--- src/rtl/mips_mem_arbiter_if.sv ---
// Bus bundle between the MIPS fetch/data requesters, the arbiter and the shared memory.
// slave  : arbiter view (serves both requesters and drives the memory request).
// master : environment view (core requesters plus the memory model).
interface mips_mem_arbiter_if #(
  parameter int unsigned ADDR_W = 32,
  parameter int unsigned DATA_W = 32
);
  // Instruction-fetch port
  logic              i_req;
  logic [ADDR_W-1:0] i_addr;
  logic              i_ack;
  logic [DATA_W-1:0] i_rdata;
  // Data port
  logic              d_req;
  logic              d_we;
  logic [ADDR_W-1:0] d_addr;
  logic [DATA_W-1:0] d_wdata;
  logic              d_ack;
  logic [DATA_W-1:0] d_rdata;
  // Memory port
  logic              mem_req;
  logic              mem_we;
  logic [ADDR_W-1:0] mem_addr;
  logic [DATA_W-1:0] mem_wdata;
  logic              mem_ack;
  logic [DATA_W-1:0] mem_rdata;
  // Status
  logic              timeout_err;
  logic              busy;

  modport slave (
    input  i_req, i_addr, d_req, d_we, d_addr, d_wdata, mem_ack, mem_rdata,
    output i_ack, i_rdata, d_ack, d_rdata, mem_req, mem_we, mem_addr, mem_wdata,
    output timeout_err, busy
  );

  modport master (
    output i_req, i_addr, d_req, d_we, d_addr, d_wdata, mem_ack, mem_rdata,
    input  i_ack, i_rdata, d_ack, d_rdata, mem_req, mem_we, mem_addr, mem_wdata,
    input  timeout_err, busy
  );
endinterface

--- src/rtl/mips_mem_arbiter.sv ---
// Arbiter sharing one single-ported, variable-latency memory between the fetch (I) and
// data (D) requesters of the multicycle MIPS core. D has priority for at most D_BURST_MAX
// consecutive grants while a fetch is pending; a stalled access is aborted after TIMEOUT
// wait cycles and flagged through a sticky timeout_err.
module mips_mem_arbiter #(
  parameter int unsigned ADDR_W      = 32,
  parameter int unsigned DATA_W      = 32,
  parameter int unsigned TIMEOUT     = 16,
  parameter int unsigned D_BURST_MAX = 4
) (
  input  logic                clk,
  input  logic                rst,
  mips_mem_arbiter_if.slave   arb_bus
);

  localparam int unsigned CNT_W    = $clog2(TIMEOUT);
  localparam int unsigned STREAK_W = $clog2(D_BURST_MAX + 1);

  localparam logic [1:0] ST_IDLE   = 2'd0;
  localparam logic [1:0] ST_WAIT_I = 2'd1;
  localparam logic [1:0] ST_WAIT_D = 2'd2;
  localparam logic [1:0] ST_ACK    = 2'd3;

  localparam logic [CNT_W-1:0]    CNT_LAST   = CNT_W'(TIMEOUT - 1);
  localparam logic [STREAK_W-1:0] STREAK_MAX = STREAK_W'(D_BURST_MAX);

  // Registered state
  logic [1:0]          r_state;
  logic [CNT_W-1:0]    r_wait_cnt;
  logic [STREAK_W-1:0] r_d_streak;
  logic                r_mem_req;
  logic                r_mem_we;
  logic [ADDR_W-1:0]   r_mem_addr;
  logic [DATA_W-1:0]   r_mem_wdata;
  logic                r_i_ack;
  logic [DATA_W-1:0]   r_i_rdata;
  logic                r_d_ack;
  logic [DATA_W-1:0]   r_d_rdata;
  logic                r_timeout_err;
  logic                r_busy;

  // Next-state values
  logic [1:0]          w_state_nxt;
  logic [CNT_W-1:0]    w_wait_cnt_nxt;
  logic [STREAK_W-1:0] w_d_streak_nxt;
  logic                w_mem_req_nxt;
  logic                w_mem_we_nxt;
  logic [ADDR_W-1:0]   w_mem_addr_nxt;
  logic [DATA_W-1:0]   w_mem_wdata_nxt;
  logic                w_i_ack_nxt;
  logic [DATA_W-1:0]   w_i_rdata_nxt;
  logic                w_d_ack_nxt;
  logic [DATA_W-1:0]   w_d_rdata_nxt;
  logic                w_timeout_err_nxt;
  logic                w_busy_nxt;

  logic                w_d_grant;
  logic                w_timeout_hit;

  // D wins unless a fetch is pending and D has used up its burst allowance
  assign w_d_grant     = arb_bus.d_req && (!arb_bus.i_req || (r_d_streak < STREAK_MAX));
  assign w_timeout_hit = (r_wait_cnt == CNT_LAST);

  // Next-state and next-output logic
  always_comb begin
    w_state_nxt       = r_state;
    w_wait_cnt_nxt    = r_wait_cnt;
    w_d_streak_nxt    = r_d_streak;
    w_mem_req_nxt     = r_mem_req;
    w_mem_we_nxt      = r_mem_we;
    w_mem_addr_nxt    = r_mem_addr;
    w_mem_wdata_nxt   = r_mem_wdata;
    w_i_ack_nxt       = 1'b0;
    w_i_rdata_nxt     = r_i_rdata;
    w_d_ack_nxt       = 1'b0;
    w_d_rdata_nxt     = r_d_rdata;
    w_timeout_err_nxt = r_timeout_err;

    case (r_state)
      ST_IDLE: begin
        if (w_d_grant) begin
          w_mem_req_nxt   = 1'b1;
          w_mem_we_nxt    = arb_bus.d_we;
          w_mem_addr_nxt  = arb_bus.d_addr;
          w_mem_wdata_nxt = arb_bus.d_wdata;
          if (r_d_streak != STREAK_MAX) begin
            w_d_streak_nxt = r_d_streak + STREAK_W'(1);
          end
          w_state_nxt = ST_WAIT_D;
        end else if (arb_bus.i_req) begin
          w_mem_req_nxt   = 1'b1;
          w_mem_we_nxt    = 1'b0;
          w_mem_addr_nxt  = arb_bus.i_addr;
          w_mem_wdata_nxt = '0;
          w_d_streak_nxt  = '0;
          w_state_nxt     = ST_WAIT_I;
        end
      end

      ST_WAIT_I, ST_WAIT_D: begin
        // mem_ack on the threshold cycle still counts as a successful access
        if (arb_bus.mem_ack) begin
          if (r_state == ST_WAIT_I) begin
            w_i_ack_nxt   = 1'b1;
            w_i_rdata_nxt = arb_bus.mem_rdata;
          end else begin
            w_d_ack_nxt   = 1'b1;
            w_d_rdata_nxt = arb_bus.mem_rdata;
          end
          w_mem_req_nxt = 1'b0;
          w_mem_we_nxt  = 1'b0;
          w_state_nxt   = ST_ACK;
        end else if (w_timeout_hit) begin
          if (r_state == ST_WAIT_I) begin
            w_i_ack_nxt   = 1'b1;
            w_i_rdata_nxt = '0;
          end else begin
            w_d_ack_nxt   = 1'b1;
            w_d_rdata_nxt = '0;
          end
          w_mem_req_nxt     = 1'b0;
          w_mem_we_nxt      = 1'b0;
          w_timeout_err_nxt = 1'b1;
          w_state_nxt       = ST_ACK;
        end else begin
          w_wait_cnt_nxt = r_wait_cnt + CNT_W'(1);
        end
      end

      ST_ACK: begin
        // Requester's req is still high this cycle; it is re-evaluated from IDLE
        w_wait_cnt_nxt = '0;
        w_state_nxt    = ST_IDLE;
      end

      default: begin
        w_state_nxt = ST_IDLE;
      end
    endcase

    w_busy_nxt = (w_state_nxt != ST_IDLE);
  end

  // State and output registers, synchronous active-high reset
  always_ff @(posedge clk) begin
    if (rst) begin
      r_state       <= ST_IDLE;
      r_wait_cnt    <= '0;
      r_d_streak    <= '0;
      r_mem_req     <= 1'b0;
      r_mem_we      <= 1'b0;
      r_mem_addr    <= '0;
      r_mem_wdata   <= '0;
      r_i_ack       <= 1'b0;
      r_i_rdata     <= '0;
      r_d_ack       <= 1'b0;
      r_d_rdata     <= '0;
      r_timeout_err <= 1'b0;
      r_busy        <= 1'b0;
    end else begin
      r_state       <= w_state_nxt;
      r_wait_cnt    <= w_wait_cnt_nxt;
      r_d_streak    <= w_d_streak_nxt;
      r_mem_req     <= w_mem_req_nxt;
      r_mem_we      <= w_mem_we_nxt;
      r_mem_addr    <= w_mem_addr_nxt;
      r_mem_wdata   <= w_mem_wdata_nxt;
      r_i_ack       <= w_i_ack_nxt;
      r_i_rdata     <= w_i_rdata_nxt;
      r_d_ack       <= w_d_ack_nxt;
      r_d_rdata     <= w_d_rdata_nxt;
      r_timeout_err <= w_timeout_err_nxt;
      r_busy        <= w_busy_nxt;
    end
  end

  assign arb_bus.i_ack       = r_i_ack;
  assign arb_bus.i_rdata     = r_i_rdata;
  assign arb_bus.d_ack       = r_d_ack;
  assign arb_bus.d_rdata     = r_d_rdata;
  assign arb_bus.mem_req     = r_mem_req;
  assign arb_bus.mem_we      = r_mem_we;
  assign arb_bus.mem_addr    = r_mem_addr;
  assign arb_bus.mem_wdata   = r_mem_wdata;
  assign arb_bus.timeout_err = r_timeout_err;
  assign arb_bus.busy        = r_busy;

endmodule
--- src/flat_wrapper.sv ---
// flat-port wrapper written by rule: the top's interface ports become plain ports
module mips_mem_arbiter_flat 
#(
  parameter int unsigned ADDR_W      = 32,
  parameter int unsigned DATA_W      = 32,
  parameter int unsigned TIMEOUT     = 16,
  parameter int unsigned D_BURST_MAX = 4
)
  (clk, rst, arb_bus_i_req, arb_bus_i_addr, arb_bus_d_req, arb_bus_d_we, arb_bus_d_addr, arb_bus_d_wdata, arb_bus_mem_ack, arb_bus_mem_rdata, arb_bus_i_ack, arb_bus_i_rdata, arb_bus_d_ack, arb_bus_d_rdata, arb_bus_mem_req, arb_bus_mem_we, arb_bus_mem_addr, arb_bus_mem_wdata, arb_bus_timeout_err, arb_bus_busy);
  mips_mem_arbiter_if #(.ADDR_W(ADDR_W), .DATA_W(DATA_W)) arb_bus_i ();
  input  logic clk;
  input  logic rst;
  input wire logic [$bits(arb_bus_i.i_req)-1:0] arb_bus_i_req;
  input wire logic [$bits(arb_bus_i.i_addr)-1:0] arb_bus_i_addr;
  input wire logic [$bits(arb_bus_i.d_req)-1:0] arb_bus_d_req;
  input wire logic [$bits(arb_bus_i.d_we)-1:0] arb_bus_d_we;
  input wire logic [$bits(arb_bus_i.d_addr)-1:0] arb_bus_d_addr;
  input wire logic [$bits(arb_bus_i.d_wdata)-1:0] arb_bus_d_wdata;
  input wire logic [$bits(arb_bus_i.mem_ack)-1:0] arb_bus_mem_ack;
  input wire logic [$bits(arb_bus_i.mem_rdata)-1:0] arb_bus_mem_rdata;
  output wire logic [$bits(arb_bus_i.i_ack)-1:0] arb_bus_i_ack;
  output wire logic [$bits(arb_bus_i.i_rdata)-1:0] arb_bus_i_rdata;
  output wire logic [$bits(arb_bus_i.d_ack)-1:0] arb_bus_d_ack;
  output wire logic [$bits(arb_bus_i.d_rdata)-1:0] arb_bus_d_rdata;
  output wire logic [$bits(arb_bus_i.mem_req)-1:0] arb_bus_mem_req;
  output wire logic [$bits(arb_bus_i.mem_we)-1:0] arb_bus_mem_we;
  output wire logic [$bits(arb_bus_i.mem_addr)-1:0] arb_bus_mem_addr;
  output wire logic [$bits(arb_bus_i.mem_wdata)-1:0] arb_bus_mem_wdata;
  output wire logic [$bits(arb_bus_i.timeout_err)-1:0] arb_bus_timeout_err;
  output wire logic [$bits(arb_bus_i.busy)-1:0] arb_bus_busy;
  assign arb_bus_i.i_req = arb_bus_i_req;
  assign arb_bus_i.i_addr = arb_bus_i_addr;
  assign arb_bus_i.d_req = arb_bus_d_req;
  assign arb_bus_i.d_we = arb_bus_d_we;
  assign arb_bus_i.d_addr = arb_bus_d_addr;
  assign arb_bus_i.d_wdata = arb_bus_d_wdata;
  assign arb_bus_i.mem_ack = arb_bus_mem_ack;
  assign arb_bus_i.mem_rdata = arb_bus_mem_rdata;
  assign arb_bus_i_ack = arb_bus_i.i_ack;
  assign arb_bus_i_rdata = arb_bus_i.i_rdata;
  assign arb_bus_d_ack = arb_bus_i.d_ack;
  assign arb_bus_d_rdata = arb_bus_i.d_rdata;
  assign arb_bus_mem_req = arb_bus_i.mem_req;
  assign arb_bus_mem_we = arb_bus_i.mem_we;
  assign arb_bus_mem_addr = arb_bus_i.mem_addr;
  assign arb_bus_mem_wdata = arb_bus_i.mem_wdata;
  assign arb_bus_timeout_err = arb_bus_i.timeout_err;
  assign arb_bus_busy = arb_bus_i.busy;
  mips_mem_arbiter #(.ADDR_W(ADDR_W), .DATA_W(DATA_W), .TIMEOUT(TIMEOUT), .D_BURST_MAX(D_BURST_MAX)) u_core (.clk(clk), .rst(rst), .arb_bus(arb_bus_i));
endmodule
--- config.mk ---
export PLATFORM = sky130hd
export DESIGN_NAME = mips_mem_arbiter_flat
export DESIGN_NICKNAME = d
export VERILOG_FILES = /design/src/rtl/mips_mem_arbiter_if.sv /design/src/rtl/mips_mem_arbiter.sv /design/src/flat_wrapper.sv
export SDC_FILE = /design/constraint.sdc
export NUM_CORES = 1
export LEC_CHECK = 0
export CELL_PAD_IN_SITES_DETAIL_PLACEMENT = 0
export CELL_PAD_IN_SITES_GLOBAL_PLACEMENT = 2
export CORE_MARGIN = 8
export CORE_UTILIZATION = 20
export CTS_CLUSTER_DIAMETER = 120
export CTS_CLUSTER_SIZE = 24
export DETAILED_ROUTE_END_ITERATION = 7
export GPL_TIMING_DRIVEN = 0
export PLACE_DENSITY_LB_ADDON = 0.2
export SYNTH_ARGS = -nofsm -noshare
export SYNTH_HDL_FRONTEND = slang
export SYNTH_SLANG_ARGS = --single-unit
--- constraint.sdc ---
create_clock -name clk -period 1.8 [get_ports clk]
set_input_delay 0.36 -clock clk [delete_from_list [all_inputs] [get_ports clk]]
set_output_delay 0.36 -clock clk [all_outputs]
set_load 0.01 [all_outputs]
# Yosys cells after proc, flatten, opt, wreduce, memory -nomap -nowiden
# Cells that the tools add are included.
dict set report totals {
  inputBits 134
  regBits 143
}
dict set report classes {
  order_cmp 1
  muxes 37
  n_bitwise 3
  n_eq_ne 10
  reduce_logical 18
  addsub 2
}
# operator count
set op_table {}
lappend op_table {{$mux 32} 12}
lappend op_table {{$reduce_and 3->1} 6}
lappend op_table {{$mux 1} 12}
lappend op_table {{$reduce_bool 2->1} 5}
lappend op_table {{$mux 3} 3}
lappend op_table {{$mux 2} 4}
lappend op_table {{$mux 4} 2}
lappend op_table {{$pmux 4 s2} 1}
lappend op_table {{$ne 2x2->1 const B} 3}
lappend op_table {{$ne 3x2->1 const B} 2}
lappend op_table {{$pmux 2 s3} 1}
lappend op_table {{$add 4x1->4 const B} 1}
lappend op_table {{$eq 2x2->1 const B} 2}
lappend op_table {{$eq 4x4->1 const B} 1}
lappend op_table {{$pmux 1 s2} 2}
lappend op_table {{$reduce_or 2->1} 2}
lappend op_table {{$add 3x1->3 const B} 1}
lappend op_table {{$lt 3x3->1 const B} 1}
lappend op_table {{$ne 3x3->1 const B} 1}
lappend op_table {{$not 1->1} 3}
lappend op_table {{$eq 2x1->1 const B} 1}
lappend op_table {{$logic_not 2->1} 1}
lappend op_table {{$reduce_and 2->1} 1}
lappend op_table {{$logic_and 1x1->1} 1}
lappend op_table {{other kinds (2)} 2}

# Longest topological paths before layout
dict set report depth {
  ltp_word 6
  depth_mapped 8
  mapped_depth_nobuf 5
}

# Least setup slack after synthesis
# Ideal clock, no wire load.
dict set report synth_timing {
  path_type {flip-flop to flip-flop}
  startpoint {register u_core.r_state[0]}
  endpoint {register u_core.r_mem_req (netlist: u_core.arb_bus.mem_req)}
  slack_ns 0.058
  arrival_ns 1.621
  t_required_ns 1.679
  path_stages_with_launch 6
  setup_ns 0.121
  path_cell_list {dfxtp_1 inv_1 ha_1 nor2b_1 a221oi_2 mux2_2}
}
dict set report synth_between {
  elab_chain_len 4
}
# element line_no
set synth_lines {}
lappend synth_lines {{start, declared} mips_mem_arbiter.sv:28} ;# logic [1:0] r_state;
lappend synth_lines {{start signal, assigned} mips_mem_arbiter.sv:161} ;# r_state <= w_state_nxt;
lappend synth_lines {{$eq 2x1->1 / $eq 2x2->1 (equally long branches)} mips_mem_arbiter.sv:79} ;# case (r_state)
lappend synth_lines {{$reduce_or 2->1} mips_mem_arbiter.sv:79}
lappend synth_lines {{$ne 3x2->1 (no line) / $reduce_bool 2->1 (equally long branches)} n/a}
lappend synth_lines {{$reduce_and 3->1 (no line)} n/a}
lappend synth_lines {{end signal, assigned} mips_mem_arbiter.sv:164} ;# r_mem_req <= w_mem_req_nxt;
lappend synth_lines {{end, declared} mips_mem_arbiter.sv:31} ;# logic r_mem_req;
# Parallel ways exist; a longest one is shown, timed or not.
# A chain may end at the register's enable or synchronous reset.

# Worst setup path after layout
dict set report layout_timing {
  startpoint {register u_core.r_mem_wdata[21] (netlist: u_core.arb_bus.mem_wdata[21])}
  endpoint {output arb_bus_mem_wdata[21]}
}
# element line_no
set layout_lines {}
lappend layout_lines {{start, declared} mips_mem_arbiter.sv:34} ;# logic [DATA_W-1:0] r_mem_wdata;
lappend layout_lines {{start signal, assigned} mips_mem_arbiter.sv:167} ;# r_mem_wdata <= w_mem_wdata_nxt;
lappend layout_lines {{end, declared} flat_wrapper.sv:28} ;# output wire logic [$bits(arb_bus_i.mem_wdata)-1:0] arb_bus_mem_wdata;
# No word-level cell between the ends.

==> flow_summary.json <==
{
  "ios": 268,
  "slowest_delay_ns": 0.60,
  "final_nets": 1066,
  "finalClockSkew_ns": 0.01693,
  "cp-start-kind": "flop",
  "grt_pass1_vias": 6005,
  "vias": 5686,
  "drt-vias-per-instance": 4.324,
  "avgSynthCellArea_sq_um": 8.870,
  "layout_common_cells": "clkdlybuf4s50_1, dfxtp_1, a21oi_1, o21ai_0, nand2_1",
  "netlist_area_sq_um": 5685,
  "use_met2": 0.2039,
  "dp_hpwl_um": 17930,
  "synth_edf_count": 0,
  "wl_per_cell_um": 18.07,
  "ys.flop_type": "dfxtp_1",
  "fin_util": 0.3408,
  "grt.overflow.total": 0,
  "setup_viol": 0,
  "worst_pin_slew_ns": 0.6217,
  "ys_ff_latch": 143,
  "criticalPathCategory": "reg -> out",
  "r2r_slack_ns": 0.07,
  "io_buffer_count": 264,
  "hold_depth": 3,
  "yosysTopAreaCellShare": 0.5035,
  "final_common_cell": "clkdlybuf4s50_1",
  "clk_pin_slew_ns": 0.08,
  "rsz0062_at_grt": "yes",
  "routed_wl_um": 23760,
  "arrival_ns": 1.37,
  "cts_hold_buf": 0,
  "die_h_um": 184.6,
  "drc": 0,
  "coreArea_sq_um": 27860,
  "dr.pass1.iters": 4,
  "synth_top_area_cell": "dfxtp_1",
  "hold_path_class": "in -> reg",
  "start_util": 0.2041,
  "whs_ns": 0.3242,
  "gp_congestion": 0.7243,
  "antenna_cells": 0,
  "grt_max_degree": 17,
  "antenna_found_initial": 1,
  "slowest_stage": "clkdlybuf4s50_1",
  "path_buf_inv": 1,
  "cp_top_family": "buffers and inverters",
  "fin_crit_sh": 0.9592,
  "yosysUniqueCellTypes": 47,
  "cts-buffers-inserted": 17,
  "clkLatencyLatePin_ns": 0.42,
  "gr-usage-met3": 0.06812,
  "clockRootBuffer": "clkbuf_16",
  "path_cells": "clkdlybuf4s50_1",
  "place_inst": 1283,
  "peakVddDrop_v": 0.0005471,
  "rows": 61,
  "relSlewSlack": 0.5855,
  "syn_nets": 783,
  "finalHoldViolCount": 0,
  "dr.first_iter.drc_count": 245,
  "worstSetupPathDepth": 1,
  "worstRegToRegCells": 5,
  "final_layout_size_suffix_gt1_frac": 0.09285,
  "period_minus_slack_ns": 1.727,
  "drv_slew": 0,
  "powerDensity_nw_per_um2": 960.7,
  "leakagePower_uw": 0.003414,
  "grt_pass1_wl_um": 36070,
  "drv_cap": 0,
  "pre_cts_slack_ns": -0.4224,
  "top_usage_layer": "met2",
  "required_ns": 1.44,
  "synth_seq_area_share": 0.5035,
  "fmax_mhz": 579.2,
  "total_power_uw": 9121,
  "critPathMaxFanout": 2,
  "antenna_left": 0,
  "syn_inst": 641,
  "grt_usage": 0.1366,
  "die_width_um": 184.6,
  "status": "complete, no violations",
  "cts.path.max_buffers": 2,
  "yosys_warnings": 0,
  "end_kind": "output pin",
  "clock_sinks": 143,
  "die-area_sq_um": 34080,
  "timing.final.ws_setup_ns": 0.07347,
  "cts_tree": "yes",
  "area_delta_synth_final_pct": 66.99,
  "layoutNonFillerInstCount": 1315,
  "ys_top_cells_by_area": "dfxtp_1, a21oi_1, o21ai_0",
  "globalRouteMet1Util": 0.1727,
  "ys_async_sr_fraction": 0,
  "htreeDepth": 4
}
-- power by group --
part	internal [uW]	total (uW)	switching, uW
Sequential	3410	3540	128
Clock	2040	3630	1590
Combinational	981	1950	969
-- worst register-to-register path, cell delays in order, from the launching register on --
cell and delay [ns]:
dfxtp_4 0.37, inv_1 0.15, ha_4 0.24, nor2b_1 0.18, a221oi_2 0.31, mux2_2 0.37
-- synthesized netlist by cell type (all sizes together) (6+ instances only) --
cell type  count
mux2i         34
clkbuf        36
nor2          46
o21ai         93
buf           27
dfxtp        143
nand2         68
a211oi         8
inv            6
a32oi         32
ha             8
a21oi         94
-- per-stage QoR --
step | setup TNS [ns] | instance area (sq um)
after floorplan | 0 | 5685
final | 0 | 9494
after detailed placement | -41.08 | 8801
after CTS | 0 | 9442
after global placement | -40.26 | 8801
after global routing | -1.053 | 9494
-- layer usage --
metal,vias up,part of all wire
li1,2862,-
met3,14,0.12
met2,211,0.42
met4,2,0.0083
met1,2597,0.45
met5,-,0.00055
-- worst paths after layout --
path	endpoint	start
worst max-delay path	arb_bus_mem_wdata[21]	u_core.arb_bus.mem_wdata[21]
worst min-delay path	u_core.r_state[1]	arb_bus_i_req
worst max register to register	u_core.arb_bus.mem_req	u_core.r_state[1]
worst min register to register	u_core.arb_bus.mem_we	u_core.arb_bus.mem_we
-- logic make-up after synthesis --
kind of cell,synth area share
AOI/OAI and AO/OA,0.2592
adders and majority gates,0.01761
buffers and inverters,0.05612
DFF,0.5035
muxes,0.06184
and+or+nand+nor,0.1017
-- registers in the layout (all words and copies together) (netlist names) --
name	cells
u_core.arb_bus.mem_we	1
u_core.arb_bus.mem_req	1
u_core.arb_bus.d_rdata	32
u_core.arb_bus.mem_addr	32
u_core.arb_bus.busy	1
u_core.arb_bus.i_rdata	32
u_core.arb_bus.mem_wdata	32
u_core.arb_bus.i_ack	1
u_core.arb_bus.d_ack	1
u_core.r_d_streak	3
u_core.arb_bus.timeout_err	1
u_core.r_wait_cnt	4
u_core.r_state	2
-- layout make-up --
cell class | count | area, sq um
Buffer | 62 | 354.1
Inverter | 6 | 22.52
Sequential cell | 143 | 2870
Clock buffer | 19 | 452.9
Clock inverter | 13 | 143.9
Timing Repair Buffer | 265 | 2650
Tap cell | 378 | 473.0
Fill cell | 2944 | 18360
Multi-Input combinational cell | 429 | 2527
-- repair_timing --
action,CTS,global route
endpoints found under the setup margin,118,112
gates cloned,0,0
gates resized for setup,15,39
buffers inserted,1,0
pin swaps,1,0
Note: power is estimated with default switching activity, not from simulation.
